--- src/rtl/bg7_fetch.sv ---
// bg7_fetch: mode 7 VRAM fetch and pixel stage (map fetch, data fetch, screen-over, EXTBG)
//   clk          PPU master clock
//   reset        asynchronous reset, active-low
//   dot_en       one-clock pulse per dot; every stage advances only on it
//   flush        clears all valid bits; wins over dot_en
//   m7sel[3:2]   screen-over mode: 0x wrap, 10 transparent, 11 tile 0
//   extbg        1 = colour bit 7 becomes the BG2 priority
//   in_*         per-dot VRAM.X/Y coordinate, over flag and valid
//   vram_l_addr  map fetch word address      (rdata_l valid 1 clk later)
//   vram_h_addr  pixel data fetch word address (rdata_h valid 1 clk later)
//   px_*         registered BG pixel to compositing
module bg7_fetch (
    input  logic        clk,
    input  logic        reset,
    input  logic        dot_en,
    input  logic        flush,
    input  logic [3:0]  m7sel,
    input  logic        extbg,
    input  logic        in_valid,
    input  logic [9:0]  in_x,
    input  logic [9:0]  in_y,
    input  logic        in_over,
    output logic [14:0] vram_l_addr,
    output logic [14:0] vram_h_addr,
    input  logic [7:0]  vram_rdata_l,
    input  logic [7:0]  vram_rdata_h,
    output logic        px_valid,
    output logic [7:0]  px_color,
    output logic        px_prio
);
    logic [9:0] r_a_x;
    logic [9:0] r_a_y;
    logic       r_a_over;
    logic       r_a_v;
    logic [7:0] r_b_tile;
    logic [2:0] r_b_fx;
    logic [2:0] r_b_fy;
    logic       r_b_over;
    logic       r_b_v;
    logic       r_px_valid;
    logic [7:0] r_px_color;
    logic       r_px_prio;
    logic       w_force;
    logic       w_clear;
    logic [1:0] w_unused;
    assign w_unused = m7sel[1:0];
    // out-of-plane coordinate in tile-0 mode: fetch address 0, tile muxed to 0
    assign w_force = r_a_over && (m7sel[3:2] == 2'b11);
    // out-of-plane coordinate in transparent mode: pixel forced to 0
    assign w_clear = r_b_over && (m7sel[3:2] == 2'b10);
    assign vram_l_addr = w_force ? 15'd0 : {1'b0, r_a_y[9:3], r_a_x[9:3]};
    assign vram_h_addr = {1'b0, r_b_tile, r_b_fy, r_b_fx};
    assign px_valid = r_px_valid;
    assign px_color = r_px_color;
    assign px_prio  = r_px_prio;
    always_ff @(posedge clk or negedge reset) begin
        if (!reset) begin
            r_a_x      <= '0;
            r_a_y      <= '0;
            r_a_over   <= 1'b0;
            r_a_v      <= 1'b0;
            r_b_tile   <= '0;
            r_b_fx     <= '0;
            r_b_fy     <= '0;
            r_b_over   <= 1'b0;
            r_b_v      <= 1'b0;
            r_px_valid <= 1'b0;
            r_px_color <= '0;
            r_px_prio  <= 1'b0;
        end else if (flush) begin
            // only valid bits are cleared; data registers keep their values
            r_a_v      <= 1'b0;
            r_b_v      <= 1'b0;
            r_px_valid <= 1'b0;
        end else if (dot_en) begin
            r_a_x      <= in_x;
            r_a_y      <= in_y;
            r_a_over   <= in_over;
            r_a_v      <= in_valid;
            r_b_tile   <= w_force ? 8'h00 : vram_rdata_l;
            r_b_fx     <= r_a_x[2:0];
            r_b_fy     <= r_a_y[2:0];
            r_b_over   <= r_a_over;
            r_b_v      <= r_a_v;
            r_px_valid <= r_b_v;
            r_px_color <= w_clear ? 8'h00 : extbg ? {1'b0, vram_rdata_h[6:0]} : vram_rdata_h;
            r_px_prio  <= !w_clear && extbg && vram_rdata_h[7];
        end
    end
endmodule
--- config.mk ---
export PLATFORM = sky130hd
export DESIGN_NAME = bg7_fetch
export DESIGN_NICKNAME = d
export VERILOG_FILES = /design/src/rtl/bg7_fetch.sv
export SDC_FILE = /design/constraint.sdc
export NUM_CORES = 1
export LEC_CHECK = 0
export CAP_MARGIN = 0
export CORE_AREA = 8 8 80 82
export DETAILED_ROUTE_END_ITERATION = 8
export DIE_AREA = 0 0 88 90
export PLACE_DENSITY_LB_ADDON = 0.1
export SETUP_SLACK_MARGIN = 0.1
export SYNTH_ARGS = -nofsm -noshare
export SYNTH_HDL_FRONTEND = slang
export SYNTH_SLANG_ARGS = --single-unit
--- constraint.sdc ---
create_clock -name clk -period 1.18 [get_ports clk]
set_clock_uncertainty 0.05 [all_clocks]
set_input_delay 0.177 -clock clk [delete_from_list [all_inputs] [get_ports clk]]
set_output_delay 0.177 -clock clk [all_outputs]
set_load 0.03 [all_outputs]
==> flow_summary.yaml <==
placement:
  dp.cells: 305
  io_buffers: 82
  hpwlAfterDp_um: 4140
  gp_congestion: 0.747
  place_area_um2: 3060
final_layout:
  final_common_cell: "dfrtp_1"
  postLayoutCellArea_um2: 3610
  antenna_cells: 0
  drive_above_1_share_pct: 50.0
  fin_nets: 314
  area_delta_synth_final_pct: 67.9
  layout_common_cells: "47 x dfrtp_1, 41 x buf_6, 39 x clkdlybuf4s50_1"
  final_cells: 340
routing:
  ant_nets: 0
  dr_total_vias: 1630
  viasPerCell: 4.79
  post_drt_wl_per_cell_um: 18.4
  firstDrtPassIters: 4
  drc_errors: 0
  routed_wirelength_um: 6250
  first_iter_violations: 38
setup_path:
  reg2reg_from: "r_a_over$_DFFE_PN0P_"
  end_kind: "output port"
  crit_path_max_fanout: 7
  slowest_delay_ns: 0.44
  r2r_end: "r_b_tile[4]$_DFFE_PN0P_"
  crit_path_start_kind: "flip-flop"
  critical_path_required_ns: 0.95
  r2r_cells: 5
  path_cells: "nand3_4 -> and2_4 -> buf_6"
  slowest_stage: "dfrtp_2"
  arrival_ns: 1.20
  crit_start: "r_a_over$_DFFE_PN0P_"
  worst-setup-path-type: "reg2out"
  reg2reg_slack_ns: -0.13
  crit_end: "vram_l_addr[5]"
clocking:
  cts_buffers: 5
  cts.sinks: 48
  ctsLongestPathBuffers: 2
  cts-root-buf: "clkbuf_8"
  insertion_delay_ns: 0.29
  cts_tree: "yes"
  h-tree-depth: 2
  clkTransAtPathRegs_ns: 0.08
power:
  power.density_nw_per_um2: 1390
  combPwrFrac_pct: 38.9
  p_sw_mw: 1.57
  vdd_drop_max_mv: 0.824
  p_seq_share_pct: 41.3
  internal_power_mw: 3.45
  design_power_total_mw: 5.02
  switching_share_pct: 31.2
  pwr-share-clk_pct: 19.8
  power.leakage_nw: 1.64
global_routing:
  grt_first_pass_wirelength_um: 9550
  first_global_vias: 1846
  overflow: 0
  grt_max_degree: 49
  grt_usage_pct: 15.6
  antenna_found_initial: 0
yosys:
  synthArstFlopShare_pct: 100
  yosys.cell_types.count: 22
  yosys_warnings: 0
  yosys_most_used_dff: "dfrtp_1"
  avgSynthCellArea_um2: 14.3
  syn-cell-area_um2: 2150
  syn_inst: 150
  synth_edf_count: 0
  ys_seq_elements: 48
  ys_seq_area_share_pct: 55.8
floorplan:
  rows: 27
  start_util_pct: 41.1
  die_h_um: 90
  io_pins: 87
  die_x_um: 88
  coreArea_um2: 5240
  die_area_um2: 7920
timing:
  setup_viol: 22
  min_period_ns: 1.43
  slew_viol_final: 0
  finalHoldViolCount: 0
  grt_setup_unrepaired: "yes"
  fin_crit_sh_pct: 121
  layout_setup_ws_ns: -0.247
  hold_ws_ns: 0.342
  fmaxAchievable_mhz: 701
run:
  max-cap-violations: 0
min_path:
  hold_class: "in2async"
outcome:
  status: "finished with violations"
  violations: "negative setup slack"
cell type report:
cell class | instances | area, um2
clock buffers | 6 | 82.6
clock inverters | 2 | 10.0
fillers | 378 | 1630
multi-input cells | 90 | 990
flip-flops and latches | 48 | 1200
well taps | 72 | 90.1
repair buffers | 122 | 1240
synth_stat cells (2+ instances only):
| master | count | share of area [%] |
|---|---|---|
| buf_8 | 2 | 1.4 |
| buf_2 | 3 | 0.70 |
| clkbuf_1 | 3 | 0.52 |
| mux2_1 | 7 | 3.7 |
| nor2_1 | 3 | 0.52 |
| mux2i_1 | 3 | 1.4 |
| buf_4 | 5 | 1.7 |
| o2bb2ai_1 | 17 | 6.9 |
| mux2_4 | 20 | 14 |
| and2_1 | 14 | 4.1 |
| nand3b_1 | 15 | 5.2 |
| dfrtp_1 | 48 | 56 |
worst min path at each step:
stage               startpoint                       to  cells past startpoint
finish                   reset     r_a_y[2]$_DFFE_PN0P_                      3
global route             reset     r_a_y[2]$_DFFE_PN0P_                      3
CTS                      reset     r_a_y[2]$_DFFE_PN0P_                      3
detailed placement       reset     r_a_y[2]$_DFFE_PN0P_                      2
global placement         reset    r_b_fy[2]$_DFFE_PN0P_                      2
floorplan                reset  px_color[0]$_DFFE_PN0P_                      0
cells by family (layout without fill, tap and decap cells):
group	count (synthesis)	in the layout	synth area share [%]
and+or+nand+nor	39	40	12.6
buffers and inverters	14	130	4.89
AOI/OAI and AO/OA	17	17	6.92
muxes	31	31	19.5
DFF	48	48	55.8
other	1	2	0.174
power by group through the flow:
stage	Clock, mW	Combinational (mW)	Sequential, mW
2_1_floorplan	0	0.668	2.29
3_3_place_gp	0	1.55	2.05
3_5_place_dp	0	1.58	2.07
4_1_cts	1.03	1.88	2.07
5_1_grt	1.10	2.05	2.10
6_report	0.992	1.96	2.07
timing repair:
action,CTS,global route
setup buffers,14,9
resized for setup,142,7
pin swaps,15,0
cloned,2,1
setup endpoints to repair,86,53
hold buffers,1,0
endpoints found under the hold margin,48,0
state kept, by name, summed over array words and instances, names as in the netlist:
register,flops
px_valid,1
r_b_tile,8
px_color,8
r_a_x,10
r_b_fx,3
r_a_v,1
r_a_y,10
r_b_fy,3
r_b_over,1
r_b_v,1
r_a_over,1
px_prio,1
through the flow:
stage               util [%]  worst slack [ns]  TNS (ns)
floorplan                  -             0.132         0
CTS                     66.4            -0.279     -3.78
finish                  69.0            -0.247     -4.20
global placement        58.4            -0.833    -28.50
global route            69.0            -0.309     -5.26
detailed placement      58.4            -0.892    -29.46
critical path, delay by kind of cell, from the launching register on:
family | cells | cell delay, ns
flops | 1 | 0.44
buf+inv | 1 | 0.13
simple gates | 2 | 0.34
per-layer routing:
metal / global-route usage (%) / wire length (um)
met4: 4.88 / 72
met5: 0 / 0
met3: 4.82 / 366
met1: 16.8 / 2480
met2: 27.7 / 3330
No activity file was read; power rests on OpenSTA's default activity.
